File: src/rtl/rope_array_if.sv
// Bundle of frame, pixel, per-rope control and drawing signals shared by the
// rope bank controller and whatever drives it (frame timing plus game logic).
interface rope_array_if #(
  parameter int NUM_ROPES = 6
);
  logic                         startOfFrame;
  logic [10:0]                  pixelX;
  logic [10:0]                  pixelY;
  logic [NUM_ROPES-1:0]         dirToggle;
  logic [NUM_ROPES-1:0]         monkeyCollision;
  logic [NUM_ROPES-1:0][6:0]    X_SPEED;
  logic [NUM_ROPES-1:0]         ropeDR;
  logic                         anyRopeDR;
  logic [7:0]                   ropeRGB;
  logic [NUM_ROPES-1:0][10:0]   ropeX;
  logic [NUM_ROPES-1:0]         ropeHeld;
  logic [NUM_ROPES-1:0][31:0]   SIGNED_SPEEDS;

  modport master (
    output startOfFrame, pixelX, pixelY, dirToggle, monkeyCollision, X_SPEED,
    input  ropeDR, anyRopeDR, ropeRGB, ropeX, ropeHeld, SIGNED_SPEEDS
  );

  modport slave (
    input  startOfFrame, pixelX, pixelY, dirToggle, monkeyCollision, X_SPEED,
    output ropeDR, anyRopeDR, ropeRGB, ropeX, ropeHeld, SIGNED_SPEEDS
  );
endinterface

File: src/rtl/rope_array_ctrl.sv
// Bank of horizontally moving ropes: fixed-point position, direction and a
// grab/hold FSM per rope, plus registered drawing requests for the VGA mux.
// Build macro ROPE_WRAP_EN: ropes wrap around at the playfield limits
// instead of bouncing.
module rope_array_ctrl #(
  parameter int         NUM_ROPES   = 6,
  parameter int         LEFT_ROPES  = 3,
  parameter int         LEFT_X0     = 100,
  parameter int         RIGHT_X0    = 400,
  parameter int         Y0          = 100,
  parameter int         ROPE_W      = 4,
  parameter int         ROPE_H      = 300,
  parameter int         X_MIN       = 0,
  parameter int         X_MAX       = 639,
  parameter int         FRAC_BITS   = 2,
  parameter int         HOLD_FRAMES = 30,
  parameter logic [7:0] ROPE_COLOR  = 8'hB4
) (
  input logic         clk,
  input logic         reset,
  rope_array_if.slave bus
);
  // state | meaning
  // MOVE  | rope advances by X_SPEED on every frame update
  // HELD  | rope frozen by the monkey; counter holds frames left until release

  localparam int PW   = FRAC_BITS + 12;
  localparam int RMAX = X_MAX - ROPE_W + 1;
  localparam int CW   = (HOLD_FRAMES < 1) ? 1 : $clog2(HOLD_FRAMES + 1);

  localparam logic signed [PW-1:0] POS_LO  = PW'(X_MIN << FRAC_BITS);
  localparam logic signed [PW-1:0] POS_HI  = PW'(RMAX << FRAC_BITS);
  localparam logic signed [PW-1:0] INT_HI  = PW'(RMAX);
  localparam logic [CW-1:0]        HOLD_LD = CW'(HOLD_FRAMES);

  typedef enum logic {MOVE, HELD} state_t;

  state_t               st    [NUM_ROPES];
  logic signed [PW-1:0] pos   [NUM_ROPES];
  logic [CW-1:0]        cnt   [NUM_ROPES];
  logic [NUM_ROPES-1:0] dir_l;
  logic [NUM_ROPES-1:0] pend;

  logic signed [PW-1:0] nx    [NUM_ROPES];
  logic [10:0]          xint  [NUM_ROPES];
  logic [NUM_ROPES-1:0] over_hi;
  logic [NUM_ROPES-1:0] under_lo;
  logic [NUM_ROPES-1:0] pend_eff;
  logic [NUM_ROPES-1:0] hit;

  function automatic logic signed [PW-1:0] init_pos(int i);
    return PW'(((i < LEFT_ROPES) ? LEFT_X0 : RIGHT_X0) << FRAC_BITS);
  endfunction

  // status outputs derived straight from the per-rope state
  always_comb begin
    for (int i = 0; i < NUM_ROPES; i++) begin
      xint[i]            = pos[i][FRAC_BITS +: 11];
      bus.ropeX[i]       = xint[i];
      bus.ropeHeld[i]    = (st[i] == HELD);
      if (st[i] == HELD)
        bus.SIGNED_SPEEDS[i] = '0;
      else if (dir_l[i])
        bus.SIGNED_SPEEDS[i] = -32'(bus.X_SPEED[i]);
      else
        bus.SIGNED_SPEEDS[i] = 32'(bus.X_SPEED[i]);
    end
  end

  // candidate move, limit tests and pixel hit for every rope
  always_comb begin
    for (int i = 0; i < NUM_ROPES; i++) begin
      nx[i]       = dir_l[i] ? pos[i] - PW'(bus.X_SPEED[i])
                             : pos[i] + PW'(bus.X_SPEED[i]);
      over_hi[i]  = (nx[i] >>> FRAC_BITS) > INT_HI;
      under_lo[i] = nx[i] < POS_LO;
      pend_eff[i] = pend[i] | bus.dirToggle[i];
      hit[i]      = (bus.pixelX >= xint[i]) &&
                    ({1'b0, bus.pixelX} <= {1'b0, xint[i]} + 12'(ROPE_W - 1)) &&
                    (bus.pixelY >= 11'(Y0)) &&
                    (bus.pixelY <= 11'(Y0 + ROPE_H - 1));
    end
  end

  // per-rope grab/hold FSM and frame-rate position update
  always_ff @(posedge clk) begin
    for (int i = 0; i < NUM_ROPES; i++) begin
      if (reset) begin
        st[i]    <= MOVE;
        pos[i]   <= init_pos(i);
        cnt[i]   <= '0;
        dir_l[i] <= 1'b0;
        pend[i]  <= 1'b0;
      end else begin
        case (st[i])
          MOVE: begin
            if (bus.monkeyCollision[i]) begin
              // grabbing wins over a coincident frame update; toggles are kept
              st[i]   <= HELD;
              cnt[i]  <= HOLD_LD;
              pend[i] <= pend_eff[i];
            end else if (bus.startOfFrame) begin
              pend[i] <= 1'b0;
`ifdef ROPE_WRAP_EN
              dir_l[i] <= dir_l[i] ^ pend_eff[i];
              if (over_hi[i])       pos[i] <= POS_LO;
              else if (under_lo[i]) pos[i] <= POS_HI;
              else                  pos[i] <= nx[i];
`else
              // the move uses the current direction; a toggle only takes
              // effect afterwards and loses to a wall bounce
              if (over_hi[i]) begin
                pos[i]   <= POS_HI;
                dir_l[i] <= 1'b1;
              end else if (under_lo[i]) begin
                pos[i]   <= POS_LO;
                dir_l[i] <= 1'b0;
              end else begin
                pos[i]   <= nx[i];
                dir_l[i] <= dir_l[i] ^ pend_eff[i];
              end
`endif
            end else begin
              pend[i] <= pend_eff[i];
            end
          end
          HELD: begin
            pend[i] <= pend_eff[i];
            if (bus.monkeyCollision[i]) begin
              cnt[i] <= HOLD_LD;
            end else if (bus.startOfFrame) begin
              if (cnt[i] <= CW'(1)) begin
                cnt[i] <= '0;
                st[i]  <= MOVE;
              end else begin
                cnt[i] <= cnt[i] - CW'(1);
              end
            end
          end
          default: st[i] <= MOVE;
        endcase
      end
    end
  end

  // drawing requests registered one clock behind the pixel coordinates
  always_ff @(posedge clk) begin
    if (reset) begin
      bus.ropeDR    <= '0;
      bus.anyRopeDR <= 1'b0;
      bus.ropeRGB   <= 8'h00;
    end else begin
      bus.ropeDR    <= hit;
      bus.anyRopeDR <= |hit;
      bus.ropeRGB   <= (|hit) ? ROPE_COLOR : 8'h00;
    end
  end
endmodule

File: src/flat_wrapper.sv
// flat-port wrapper written by rule: the top's interface ports become plain ports
module rope_array_ctrl_flat 
#(
  parameter int         NUM_ROPES   = 6,
  parameter int         LEFT_ROPES  = 3,
  parameter int         LEFT_X0     = 100,
  parameter int         RIGHT_X0    = 400,
  parameter int         Y0          = 100,
  parameter int         ROPE_W      = 4,
  parameter int         ROPE_H      = 300,
  parameter int         X_MIN       = 0,
  parameter int         X_MAX       = 639,
  parameter int         FRAC_BITS   = 2,
  parameter int         HOLD_FRAMES = 30,
  parameter logic [7:0] ROPE_COLOR  = 8'hB4
)
  (clk, reset, bus_startOfFrame, bus_pixelX, bus_pixelY, bus_dirToggle, bus_monkeyCollision, bus_X_SPEED, bus_ropeDR, bus_anyRopeDR, bus_ropeRGB, bus_ropeX, bus_ropeHeld, bus_SIGNED_SPEEDS);
  rope_array_if #(.NUM_ROPES(NUM_ROPES)) bus_i ();
  input logic clk;
  input logic reset;
  input wire logic [$bits(bus_i.startOfFrame)-1:0] bus_startOfFrame;
  input wire logic [$bits(bus_i.pixelX)-1:0] bus_pixelX;
  input wire logic [$bits(bus_i.pixelY)-1:0] bus_pixelY;
  input wire logic [$bits(bus_i.dirToggle)-1:0] bus_dirToggle;
  input wire logic [$bits(bus_i.monkeyCollision)-1:0] bus_monkeyCollision;
  input wire logic [$bits(bus_i.X_SPEED)-1:0] bus_X_SPEED;
  output wire logic [$bits(bus_i.ropeDR)-1:0] bus_ropeDR;
  output wire logic [$bits(bus_i.anyRopeDR)-1:0] bus_anyRopeDR;
  output wire logic [$bits(bus_i.ropeRGB)-1:0] bus_ropeRGB;
  output wire logic [$bits(bus_i.ropeX)-1:0] bus_ropeX;
  output wire logic [$bits(bus_i.ropeHeld)-1:0] bus_ropeHeld;
  output wire logic [$bits(bus_i.SIGNED_SPEEDS)-1:0] bus_SIGNED_SPEEDS;
  assign bus_i.startOfFrame = bus_startOfFrame;
  assign bus_i.pixelX = bus_pixelX;
  assign bus_i.pixelY = bus_pixelY;
  assign bus_i.dirToggle = bus_dirToggle;
  assign bus_i.monkeyCollision = bus_monkeyCollision;
  assign bus_i.X_SPEED = bus_X_SPEED;
  assign bus_ropeDR = bus_i.ropeDR;
  assign bus_anyRopeDR = bus_i.anyRopeDR;
  assign bus_ropeRGB = bus_i.ropeRGB;
  assign bus_ropeX = bus_i.ropeX;
  assign bus_ropeHeld = bus_i.ropeHeld;
  assign bus_SIGNED_SPEEDS = bus_i.SIGNED_SPEEDS;
  rope_array_ctrl #(.NUM_ROPES(NUM_ROPES), .LEFT_ROPES(LEFT_ROPES), .LEFT_X0(LEFT_X0), .RIGHT_X0(RIGHT_X0), .Y0(Y0), .ROPE_W(ROPE_W), .ROPE_H(ROPE_H), .X_MIN(X_MIN), .X_MAX(X_MAX), .FRAC_BITS(FRAC_BITS), .HOLD_FRAMES(HOLD_FRAMES), .ROPE_COLOR(ROPE_COLOR)) u_core (.clk(clk), .reset(reset), .bus(bus_i));
endmodule
File: config.mk
export PLATFORM = sky130hd
export DESIGN_NAME = rope_array_ctrl_flat
export DESIGN_NICKNAME = d
export VERILOG_FILES = /design/src/rtl/rope_array_if.sv /design/src/rtl/rope_array_ctrl.sv /design/src/flat_wrapper.sv
export SDC_FILE = /design/constraint.sdc
export NUM_CORES = 1
export LEC_CHECK = 0
export CAP_MARGIN = 10
export CORE_UTILIZATION = 58
export DETAILED_ROUTE_END_ITERATION = 7
export GPL_TIMING_DRIVEN = 0
export MAX_ROUTING_LAYER = met4
export PLACE_DENSITY = 0.92
export RECOVER_POWER = 50
export SLEW_MARGIN = 10
export SYNTH_ARGS = -nofsm -noshare
export SYNTH_HDL_FRONTEND = slang
export SYNTH_SLANG_ARGS = --single-unit
File: constraint.sdc
create_clock -name clk -period 11.25 [get_ports clk]
set_clock_uncertainty 0.15 [all_clocks]
set_input_delay 1.6875 -clock clk [delete_from_list [all_inputs] [get_ports clk]]
set_output_delay 1.6875 -clock clk [all_outputs]
set_load 0.02 [all_outputs]
==> qor.csv, run 1 <==
stage,metric,value,unit
outcome,outcome,"complete, but fails checks",
outcome,violations,"max-capacitance violations, max-slew violations",
hold_path,min_path_type,reg -> reg,
sta,clock.fmax,166,MHz
yosys,synth-async-reset-ratio,0,%
layout,final_cell_count_no_fill,2869,
detailed_routing,firstDrtPassIters,6,
yosys,synth_xor_area_share,8.94,%
detailed_routing,post_drt_via_cell_ratio,5.91,
sta,tns,0,ns
clock_tree,clockRootBuffer,clkbuf_16,
yosys,synth_seq_cells,139,
layout,final_cell_mix,"256 x clkdlybuf4s50_1, 240 x ha_1, 228 x nor2_1",
detailed_routing,wl_per_cell,17.9,um
clock_tree,clk_pin_slew,0.07,ns
detailed_routing,drt-total-wl,51400,um
power_and_ir_drop,power.density,112,nW/um^2
placed_design,globalplace.congestion,0.948,
clock_tree,cts-buffers-inserted,17,
placed_design,dp.cells,2838,
clock_tree,ctsHoldBuffers,0,
sta,worst_slew_pin_slew,1.58,ns
setup_path,rrSetupSlack,6.72,ns
sta,finalHoldViolCount,0,
power_and_ir_drop,vdd_drop_max,0.0824,mV
setup_path,r2r_cells,13,
setup_path,path_max_fanout,6,
clock_tree,cts_tree,built,
yosys,synthAdderAreaFrac,17.8,%
clock_tree,clock_sinks,139,
detailed_routing,drtAntennaViolNets,0,
yosys,synth.cell_area,17500,um^2
layout,diodes,0,
setup_path,worstSetupStartpointType,input pin,
global_routing,grt_pass1_vias,16736,
yosys,yosys.area_share.simple,19.4,%
setup_path,required,9.41,ns
setup_path,r2r_start,u_core.dir_l[3],
sta,relSlewSlack,-5.52,%
run,maxCapViolations,4,
global_routing,grt_pass1_wl,81600,um
layout,drive_above_1_share,11.5,%
detailed_routing,vias,16943,
clock_tree,clk_latency,0.44,ns
floorplan,initial_utilization,59.0,%
clock_tree,h-tree-depth,4,
clock_tree,postCtsSetupRepairBufs,0,
sta,setup_viol,0,
layout,synthToLayoutAreaGrowth,26.8,%
sta,fin_crit,6.01,ns
global_routing,grt_overflow,0,
sta,min_period_over_period,53.4,%
sta,grt_setup_unrepaired,false,
floorplan,chipHeight,176,um
yosys,seq_area_frac_synth,22.7,%
placed_design,dp_hpwl,39600,um
global_routing,antenna_found_initial,0,
placed_design,place_ws,5.18,ns
yosys,synth_top_family_by_area,simple AND/OR/NAND/NOR gates,
setup_path,cp-end-kind,primary output,
power_and_ir_drop,power,2.49,mW
clock_tree,clk_path_buf_depth,2,
hold_path,holdPathEnd,u_core.pend[2],
yosys,syn_avg_cell_area,8.42,um^2
setup_path,criticalPathCategory,in -> out,
sta,slew_violations,51,
detailed_routing,drt_iter0_markers,1304,
placed_design,io_buffers,349,
setup_path,cp.arrival,4.17,ns
yosys,synth_edf_count,120,
floorplan,dieArea,31000,um^2
hold_path,hold_depth,2,
detailed_routing,drcViolationCount,0,
clock_tree,cts-resized-gates,0,
layout,final_common_cell,clkdlybuf4s50_1,
yosys,synth_compound_area_share,17.6,%
floorplan,rows,63,
power_and_ir_drop,power_leakage,9.71,nW
floorplan,die_w,176,um
global_routing,grt_max_degree,17,
yosys,ys_types,95,
yosys,synth_flop_cell,edfxtp_1,
yosys,muxShareOfSynthArea,1.67,%
yosys,yosysWarnings,0,
floorplan,ioPinCount,358,
layout,nets,2792,
sta,worst_slack,5.24,ns
floorplan,fp.coreArea,29700,um^2
yosys,synth_cells,2084,
global_routing,grt_usage,33.6,%
setup_path,r2r-end,u_core.pos[1][20],
hold_path,min_from,u_core.pend[2],
cell usage after synthesis (5+ instances only):
cell type	count	area, um^2
nor3b_1	6	45.0
o21ai_0	118	591
a211oi_1	15	113
xnor2_1	126	1100
o211ai_1	17	128
nand2b_1	43	269
nand3_1	43	215
nand2_1	76	285
nor3_1	68	340
nor4_1	15	93.8
a211o_1	14	123
buf_4	188	1410
nor2b_1	42	263
clkbuf_1	28	105
buf_2	6	30.0
a2111oi_0	6	52.6
mux2i_1	27	270
dfxtp_1	19	380
a21oi_1	100	500
nand3b_1	5	37.5
and2_1	11	68.8
o2111ai_1	12	105
o21a_1	26	195
a21o_1	39	293
ha_1	240	3000
or3_1	19	119
and4_1	9	78.8
o21bai_1	13	97.6
and3_1	10	62.6
nor2_1	228	856
or2_2	28	175
a31oi_1	17	106
edfxtp_1	120	3600
inv_1	142	533
o31ai_1	12	90.1
fa_1	6	120
xor2_1	50	438
or4_1	5	37.5
o311ai_0	6	52.6
nand4_1	27	169
a21boi_0	7	52.6
metal layers:
metal,global-route usage [%],routed length (um),vias to the layer above
met1,39.0,20400,7928
met3,4.09,3630,147
met5,-,0,-
li1,-,-,8077
met2,58.2,25500,791
met4,14.7,1870,0
metrics by stage:
step | utilization, % | hold WS [ns] | cell area, um^2
floorplan | - | 0.279 | 17600
global placement | 72.6 | 0.297 | 21600
detailed placement | 72.7 | 0.300 | 21600
CTS | 74.9 | 0.314 | 22300
global route | 74.9 | 0.331 | 22300
finish | 74.9 | 0.318 | 22300
worst max-delay path by stage:
| stage | slack (ns) | to | depth (start not counted) | start |
|---|---|---|---|---|
| after detailed placement | 5.18 | u_core.pos[1][17] | 13 | bus_X_SPEED[25] |
| after CTS | 5.28 | bus_SIGNED_SPEEDS[107] | 6 | bus_X_SPEED[25] |
| final | 5.24 | bus_SIGNED_SPEEDS[144] | 6 | bus_X_SPEED[32] |
| after floorplan | 6.14 | u_core.pos[1][8] | 14 | bus_X_SPEED[15] |
| after global routing | 5.17 | bus_SIGNED_SPEEDS[115] | 6 | bus_X_SPEED[25] |
| after global placement | 5.14 | u_core.pos[1][17] | 13 | bus_X_SPEED[25] |
power breakdown:
group	switching, mW	internal, mW
Sequential	0.0495	0.603
Clock	0.231	0.427
Combinational	0.662	0.522
final cells by class:
type,count,area [um^2]
fill,2077,7460
buffer,224,1560
tap,390,488
multi-input combinational,1594,11500
clock buffer,20,457
sequential,139,3980
clock inverter,11,216
timing repair buffer,349,3490
inverter,142,533
registers in the layout, indices dropped and copies added, names as in the netlist:
register,count
u_core.cnt,30
u_core.bus.ropeDR,6
u_core.bus.ropeRGB,1
u_core.pos,84
u_core.dir_l,6
u_core.pend,6
u_core.st,6
kinds of logic after synthesis:
| group | count (synthesis) |
|---|---|
| adder cells (fa/ha/maj) | 246 |
| buffers and inverters | 366 |
| other | 1 |
| AND/OR/NAND/NOR | 663 |
| XOR/XNOR | 177 |
| multiplexers | 29 |
| AO/OA/AOI/OAI | 463 |
| flip-flops | 139 |
critical path, cell delays in order:
cell and delay [ns]:
clkdlybuf4s50_1 0.50, or3_4 0.46, nor3_1 0.55, nor2_1 0.24
buf_4 0.19, clkdlybuf4s50_1 0.54
Power figures use the tool's default switching activity.
==> run 2, diff against run 1 <==
Settings changed: CORE_UTILIZATION 58 to 49, PLACE_DENSITY 0.92 to 0.83.
Clock period 11.25 ns to 4.8 ns, I/O delays scaled along.
==> qor.csv, run 2 (same netlist as run 1, synthesis figures left out) <==
stage,metric,value,unit
power_and_ir_drop,power,5.56,mW
placed_design,dp.cells,2904,
setup_path,criticalPathCategory,in -> reg,
setup_path,path_max_fanout,6,
detailed_routing,drcViolationCount,2,
layout,final_cell_count_no_fill,2938,
sta,finalHoldViolCount,0,
global_routing,grt_pass1_vias,16052,
setup_path,worstSetupStartpointType,input pin,
outcome,outcome,"complete, but fails checks",
clock_tree,cts-buffers-inserted,17,
floorplan,chipHeight,191,um
sta,relSlewSlack,3.68,%
floorplan,die_w,191,um
sta,setup_viol,0,
layout,regArea,3980,um^2
layout,final_common_cell,clkdlybuf4s50_1,
floorplan,initial_utilization,50.3,%
layout,final_cell_mix,"251 x clkdlybuf4s50_1, 240 x ha_1, 228 x nor2_1",
detailed_routing,drt_iter0_markers,991,
sta,slew_violations,0,
detailed_routing,wl_per_cell,16.7,um
detailed_routing,vias,16646,
layout,nets,2794,
run,maxCapViolations,0,
sta,tns,0,ns
global_routing,grt_max_degree,17,
clock_tree,clk_path_buf_depth,2,
placed_design,io_buffers,349,
clock_tree,h-tree-depth,4,
detailed_routing,drtAntennaViolNets,0,
hold_path,min_from,u_core.pend[0],
layout,top_regs,"u_core.pos (84), u_core.cnt (30)",
floorplan,ioPinCount,358,
floorplan,dieArea,36600,um^2
placed_design,globalplace.congestion,0.970,
floorplan,rows,68,
global_routing,grt_usage,27.0,%
hold_path,min_path_type,reg -> reg,
setup_path,required,4.83,ns
layout,top_register,u_core.pos,
layout,postLayoutCellArea,22300,um^2
clock_tree,clockRootBuffer,clkbuf_16,
power_and_ir_drop,vdd_drop_max,0.185,mV
clock_tree,clk_pin_slew,0.07,ns
floorplan,fp.coreArea,34900,um^2
placed_design,placed_area,21700,um^2
sta,min_period_over_period,96.0,%
sta,worst_slack,0.191,ns
placed_design,dp_hpwl,39000,um
detailed_routing,post_drt_via_cell_ratio,5.67,
global_routing,antenna_found_initial,1,
layout,synthToLayoutAreaGrowth,27.1,%
outcome,violations,design-rule violations,
placed_design,place_ws,-0.309,ns
clock_tree,clk_latency,0.43,ns
power_and_ir_drop,power_leakage,9.68,nW
setup_path,r2r_start,u_core.dir_l[5],
setup_path,cp-end-kind,register,
detailed_routing,drt-total-wl,49100,um
setup_path,crit_path_start,bus_X_SPEED[15],
layout,largest_reg_flops,84,
power_and_ir_drop,power.density,249,nW/um^2
layout,drive_above_1_share,12.0,%
sta,fin_crit,4.61,ns
layout,fill_cells,2919,
setup_path,cp.arrival,4.64,ns
clock_tree,cts_tree,built,
global_routing,grt_pass1_wl,78100,um
sta,worst_slew_pin_slew,1.44,ns
clock_tree,clock_sinks,139,
detailed_routing,firstDrtPassIters,8,
global_routing,grt_overflow,0,
sta,clock.fmax,217,MHz
layout,multi_input_area,11600,um^2
run 2: cell count changes in the layout (fill, tap and decap cells not counted), sizes merged:
cell,before,now
bufinv,6,1
dlygate4sd3,93,98
clkinvlp,2,4
clkinv,2,5
buf,196,197
clkdlybuf4s50,256,251
inv,143,147
diode,0,1
clkbuf,48,46
run 2: path summary, 6_finish.rpt:
check,slack (ns),to,depth (start not counted)
setup / recovery,0.19,u_core.pos[1][8],14
hold / removal,0.34,u_core.pend[0],2
setup reg to reg,0.37,u_core.pos[2][17],12
hold reg to reg,0.34,u_core.pend[0],2
run 2: report_power, final:
| part | internal (mW) | switching (mW) | leakage (nW) |
|---|---|---|---|
| logic | 1.23 | 1.52 | 8.03 |
| clock network | 0.722 | 0.559 | 0.266 |
| registers | 1.41 | 0.115 | 1.38 |
| total | 3.36 | 2.20 | 9.68 |
run 2: cell type report:
cell class | instances | share of cell area, %
Clock inverter | 15 | 0.634
Timing Repair Buffer | 351 | 15.7
Buffer | 224 | 7.01
Multi-Input combinational cell | 1594 | 51.9
Tap cell | 455 | 2.55
Clock buffer | 17 | 1.91
Inverter | 142 | 2.39
Sequential cell | 139 | 17.9
Antenna cell | 1 | 0.0112
run 2: repair_timing:
item                       in CTS  in global routing
hold buffers                    0                  0
gates resized for setup         0                 14
setup buffers                   0                  1
setup endpoints to repair       0                 30
run 2: stage by stage:
stage / hold slack [ns] / utilization [%]
2_1_floorplan: 0.279 / -
3_3_place_gp: 0.294 / 62.1
3_5_place_dp: 0.321 / 62.2
4_1_cts: 0.338 / 63.8
5_1_grt: 0.363 / 64.0
6_report: 0.340 / 64.0
run 2: metal layers:
metal | track usage [%] | wire length [um] | vias up
met5 | - | 0 | -
met4 | 9.31 | 1470 | 0
met3 | 2.99 | 3030 | 112
met2 | 45.9 | 23800 | 625
met1 | 33.2 | 20900 | 7837
li1 | - | - | 8072
run 2: worst max-delay path: stages:
cell	delay [ns]
clkdlybuf4s50_1	0.45
or2_2	0.33
or4_4	0.46
nor3_4	0.21
or2_2	0.19
ha_1	0.29
and2_1	0.20
a31o_2	0.25
nor3b_1	0.43
nor3_1	0.10
or2_2	0.30
a21o_1	0.24
or2_1	0.26
o21a_1	0.18
